File: src/rtl/detector_eventos_boton.sv
// Button event detector: turns a debounced level into press, release,
// long-press and auto-repeat pulses, and keeps a wrapping press count.
module detector_eventos_boton #(
    parameter int CICLOS_LARGO      = 50,
    parameter int CICLOS_REPETICION = 10,
    parameter int ANCHO_CONTADOR    = 16
) (
    input  logic       reloj,
    input  logic       reinicio,
    input  logic       botonFiltrado,
    output logic       pulsoPresion,
    output logic       pulsoSoltar,
    output logic       pulsoLargo,
    output logic       pulsoRepeticion,
    output logic       estaPresionado,
    output logic [7:0] cuentaPresiones
);

    typedef enum logic [1:0] {
        REPOSO     = 2'd0,
        PRESIONADO = 2'd1,
        REPETIR    = 2'd2
    } estado_t;

    localparam logic [ANCHO_CONTADOR-1:0] CERO_C  = '0;
    localparam logic [ANCHO_CONTADOR-1:0] UNO_C   = ANCHO_CONTADOR'(1);
    localparam logic [ANCHO_CONTADOR-1:0] LARGO_C = ANCHO_CONTADOR'(CICLOS_LARGO);
    localparam logic [ANCHO_CONTADOR-1:0] REPET_C = ANCHO_CONTADOR'(CICLOS_REPETICION);

    estado_t                   estado_r, estado_s;
    logic [ANCHO_CONTADOR-1:0] contador_r, contador_s, contador_mas_uno_s;
    logic [7:0]                cuenta_r, cuenta_s;
    logic                      pulso_presion_r, pulso_presion_s;
    logic                      pulso_soltar_r, pulso_soltar_s;
    logic                      pulso_largo_r, pulso_largo_s;
    logic                      pulso_repeticion_r, pulso_repeticion_s;
    logic                      esta_presionado_r;

    assign contador_mas_uno_s = contador_r + UNO_C;

    // Next-state, hold counter and pulse decode; a low sample always wins over thresholds.
    always_comb begin
        estado_s           = estado_r;
        contador_s         = contador_r;
        cuenta_s           = cuenta_r;
        pulso_presion_s    = 1'b0;
        pulso_soltar_s     = 1'b0;
        pulso_largo_s      = 1'b0;
        pulso_repeticion_s = 1'b0;
        case (estado_r)
            REPOSO: begin
                if (botonFiltrado) begin
                    estado_s        = PRESIONADO;
                    contador_s      = UNO_C;
                    cuenta_s        = cuenta_r + 8'd1;
                    pulso_presion_s = 1'b1;
                end else begin
                    contador_s = CERO_C;
                end
            end
            PRESIONADO: begin
                if (!botonFiltrado) begin
                    estado_s       = REPOSO;
                    contador_s     = CERO_C;
                    pulso_soltar_s = 1'b1;
                end else if (contador_mas_uno_s == LARGO_C) begin
                    estado_s      = REPETIR;
                    contador_s    = CERO_C;
                    pulso_largo_s = 1'b1;
                end else begin
                    contador_s = contador_mas_uno_s;
                end
            end
            REPETIR: begin
                if (!botonFiltrado) begin
                    estado_s       = REPOSO;
                    contador_s     = CERO_C;
                    pulso_soltar_s = 1'b1;
                end else if (contador_mas_uno_s == REPET_C) begin
                    contador_s         = CERO_C;
                    pulso_repeticion_s = 1'b1;
                end else begin
                    contador_s = contador_mas_uno_s;
                end
            end
            default: begin
                estado_s   = REPOSO;
                contador_s = CERO_C;
            end
        endcase
    end

    // State, counters and registered outputs with synchronous reset.
    always_ff @(posedge reloj) begin
        if (reinicio) begin
            estado_r           <= REPOSO;
            contador_r         <= CERO_C;
            cuenta_r           <= 8'd0;
            pulso_presion_r    <= 1'b0;
            pulso_soltar_r     <= 1'b0;
            pulso_largo_r      <= 1'b0;
            pulso_repeticion_r <= 1'b0;
            esta_presionado_r  <= 1'b0;
        end else begin
            estado_r           <= estado_s;
            contador_r         <= contador_s;
            cuenta_r           <= cuenta_s;
            pulso_presion_r    <= pulso_presion_s;
            pulso_soltar_r     <= pulso_soltar_s;
            pulso_largo_r      <= pulso_largo_s;
            pulso_repeticion_r <= pulso_repeticion_s;
            esta_presionado_r  <= (estado_s != REPOSO);
        end
    end

    assign pulsoPresion    = pulso_presion_r;
    assign pulsoSoltar     = pulso_soltar_r;
    assign pulsoLargo      = pulso_largo_r;
    assign pulsoRepeticion = pulso_repeticion_r;
    assign estaPresionado  = esta_presionado_r;
    assign cuentaPresiones = cuenta_r;

endmodule

File: config.mk
export PLATFORM = sky130hd
export DESIGN_NAME = detector_eventos_boton
export DESIGN_NICKNAME = d
export VERILOG_FILES = /design/src/rtl/detector_eventos_boton.sv
export SDC_FILE = /design/constraint.sdc
export NUM_CORES = 1
export LEC_CHECK = 0
export ABC_AREA = 1
export BUFFER_PORTS_ARGS = -buffer_cell sky130_fd_sc_hd__buf_2
export CAP_MARGIN = 10
export CELL_PAD_IN_SITES_DETAIL_PLACEMENT = 1
export CELL_PAD_IN_SITES_GLOBAL_PLACEMENT = 1
export CORE_UTILIZATION = 42
export CTS_BUF_LIST = sky130_fd_sc_hd__clkbuf_8 sky130_fd_sc_hd__clkbuf_16
export DETAILED_ROUTE_END_ITERATION = 7
export GPL_TIMING_DRIVEN = 0
export MAX_ROUTING_LAYER = met4
export PLACE_DENSITY_LB_ADDON = 0.2
export SETUP_SLACK_MARGIN = 0.4
export SYNTH_ARGS = -nofsm -noshare
export SYNTH_HDL_FRONTEND = slang
export SYNTH_SLANG_ARGS = --single-unit
File: constraint.sdc
create_clock -name reloj -period 2.3 [get_ports reloj]
set_input_delay 0.23 -clock reloj [delete_from_list [all_inputs] [get_ports reloj]]
set_output_delay 0.23 -clock reloj [all_outputs]
set_load 0.02 [all_outputs]
==> flow_summary.ini <==
[floorplan]
initial_core_util = 0.438
die_w_microns = 63.8
rows = 22
io_pins = 16
dieArea_sq_um = 4070
fp.dieH_microns = 63.8
core_area_sq_um = 3660

[grt]
antenna_found_initial = 0
grtUsageTotal = 0.193
grt_pass1_vias = 1393
grt-ovfl-total = 0
grt_max_degree = 11
grt_pass1_wl_mm = 5.91

[critical_path]
endpoint_kind = flop
r2r_slack_ns = 0.38
start_kind = flop
r2r_cells = 13
r2r_start = contador_r[8]
timing_worst_setup_path_type = flop to flop
critPathMaxFanout = 5
arrival_ns = 2.10
required_ns = 2.47
rr_endpoint = contador_r[5]

[clock_network]
clk_path_buf_depth = 2
htreeDepth = 2
cts_root_buf = clkbuf_8
cts_buffers = 5
cts_tree = built
clk_latency_ns = 0.27
clkSlewWorstSetupHoldPaths_ns = 0.06
cts_num_sinks = 31

[yosys]
synthTopCellsByArea = dfxtp_1 (39%), nand2_1 (11%), inv_1 (7.5%), ha_1 (5.5%), nor2_1 (5.4%)
synth-seq-area-share = 0.387
synth_top_area_cell = dfxtp_1
syn_area_sq_um = 1610
syn_nets = 231
yosysUniqueCellTypes = 25
synth_seq_cells = 31
synth.avg_cell_area_sq_um = 7.26
yosysWarnings = 0
syn_inst = 221
yosysTopAreaCellShare = 0.387

[run_status]
outcome = finished clean

[sta]
relSlewSlack = 0.669
fin_skew_ns = 0.00377
timing.final.crit_period_ns = 1.92
max_freq_mhz = 521
rsz0062_at_grt = true
hold_viol = 0
period_share = 0.835
setup_viol = 0
worst_pin_slew_ns = 0.496
setup_tns_ns = 0
slew_violations = 0

[min_path]
hold-path-cell-count = 2
worstHoldEndpoint = pulsoSoltar
hp-class = input pin to flop
hp-start = botonFiltrado

[route]
wl_mm = 3.86
vias = 1453
antenna_left = 0
drc = 0
first_iter_violations = 53
wl_per_cell_microns = 13.0
drtPass1Iterations = 4
via_per_inst = 4.88

[layout]
antenna_cells = 0
layout-drive-gt1-share = 0.320
syn_to_final_growth_pct = 25.4
final_area_sq_um = 2010
fin_util = 0.550
layout.nets = 260

[flow_run]
max_cap_violations = 0

[power]
p_seq_frac = 0.521
power_switching_mw = 0.256
intPower_mw = 0.808
leakage_nw = 0.871
sw_frac_of_total = 0.241
power_mw = 1.06
p_per_area_nw_per_um2 = 529
ir_drop_mv = 0.412
power_frac_comb = 0.077
clkPwrFrac = 0.403

[place]
gp_congestion = 0.793
dp_hpwl_mm = 2.62
dpl_cell_area_sq_um = 1740
io_buffers = 14
-- cells in the final DEF (no fill, tap or decap) --
cell type  synthesis  routed
inv_2              2       2
clkinv_2           0       1
nor2_4             3       7
clkbuf_16          0       1
o21bai_1           2       2
and2_1             1       1
nand2_1           48      43
a21oi_1            3       3
inv_1             32      32
nand3_2            2       2
buf_12             0       1
nor3_2             0       1
and3_4             0       1
clkbuf_1           1       1
ha_4               0       1
buf_2              0      14
xor2_1             5       5
o21ai_0            7       7
nor2_2            13      14
nand3b_1           2       2
ha_1               7       6
buf_4              0       7
nor2_1            23      18
nand2_2            5      10
clkbuf_8           0       6
dfxtp_1           31      22
dfxtp_4            0       5
nand3_4            0       1
and3_1             2       1
dfxtp_2            0       4
nor3b_1            2       2
nand4_1            7       7
nand2_4            1       1
nand3_1           14      13
nor3_1             6       5
o21ai_2            0       1
-- power groups by stage --
| stage | Clock (mW) | Sequential, mW | Combinational (mW) |
|---|---|---|---|
| global placement | 0 | 0.569 | 0.0724 |
| detailed placement | 0 | 0.569 | 0.0734 |
| floorplan | 0 | 0.578 | 0.0430 |
| CTS | 0.442 | 0.557 | 0.0748 |
| finish | 0.428 | 0.554 | 0.0818 |
| global route | 0.468 | 0.555 | 0.0922 |
-- area by class of cell --
class                           count  area, sq um
Sequential cell                    31          644
Clock buffer                        6         82.6
Clock inverter                      1         5.00
Tap cell                           48         60.1
Fill cell                         472         1650
Multi-Input combinational cell    154          922
Timing Repair Buffer               22          148
Buffer                              2         23.8
Inverter                           34          128
-- Yosys cell counts (all sizes together) --
cell and n:
nand3 16, nand4 7, nor2 39, o21bai 2, dfxtp 31, o21ai 8, ha 7, and3 2
nand2 54, nor3b 2, and2 1, clkbuf 1, a21oi 3, buf 1, inv 34, nor3 6
xor2 5, nand3b 2
-- critical path, stage by stage (launching register included) --
cell and delay, ns:
dfxtp_2 0.35, nand2_1 0.11, nor2_4 0.16, buf_4 0.14, nand4_1 0.09, nand2_1 0.14
nand2_1 0.11, nor2_4 0.14, nand3_2 0.10, nand2_2 0.09, nand2_2 0.07, nand2_4 0.11
clkbuf_16 0.17, nor2_2 0.03
-- cells by family (layout without fill, tap and decap cells) --
| logic type | Yosys count | count (layout) | share of synthesized area |
|---|---|---|---|
| AO/OA/AOI/OAI | 13 | 13 | 0.0436 |
| XOR/XNOR | 5 | 5 | 0.0273 |
| adder cells (fa/ha/maj) | 7 | 7 | 0.0546 |
| buffers and inverters | 36 | 65 | 0.0912 |
| flip-flops | 31 | 31 | 0.387 |
| AND/OR/NAND/NOR | 129 | 129 | 0.397 |
-- metal layers --
| layer | track usage | share of wire |
|---|---|---|
| met2 | 0.343 | 0.53 |
| met5 | - | 0 |
| met3 | 0.0429 | 0.022 |
| met1 | 0.214 | 0.44 |
| met4 | 0.0597 | 0.0085 |
-- metrics by stage --
stage	setup slack, ns	hold WS, ns	cells
final	0.379	0.172	298
after global routing	0.236	0.180	298
after CTS	0.365	0.160	292
after detailed placement	0.144	0.459	283
after global placement	0.176	0.453	283
after floorplan	0.500	0.302	221
-- state kept, by name, indices dropped and copies added, names as in the netlist --
register         count
contador_r          16
pulsoSoltar          1
pulsoRepeticion      1
estaPresionado       1
pulsoLargo           1
cuentaPresiones      8
estado_r             2
pulsoPresion         1
-- worst max-delay path by stage --
stage	from	to	slack [ns]
finish	contador_r[8]	contador_r[5]	0.38
global route	contador_r[8]	contador_r[11]	0.24
CTS	contador_r[5]	contador_r[9]	0.36
detailed placement	contador_r[0]	contador_r[9]	0.14
global placement	contador_r[0]	contador_r[9]	0.18
floorplan	contador_r[0]	contador_r[10]	0.50
-- repair_timing --
action	in CTS	in global routing
hold endpoints to repair	0	0
hold buffers	0	0
buffers inserted	2	5
pin swaps	5	10
gates cloned	0	1
endpoints found under the setup margin	18	20
resized for setup	18	18
No activity file was read; power rests on OpenSTA's default activity.
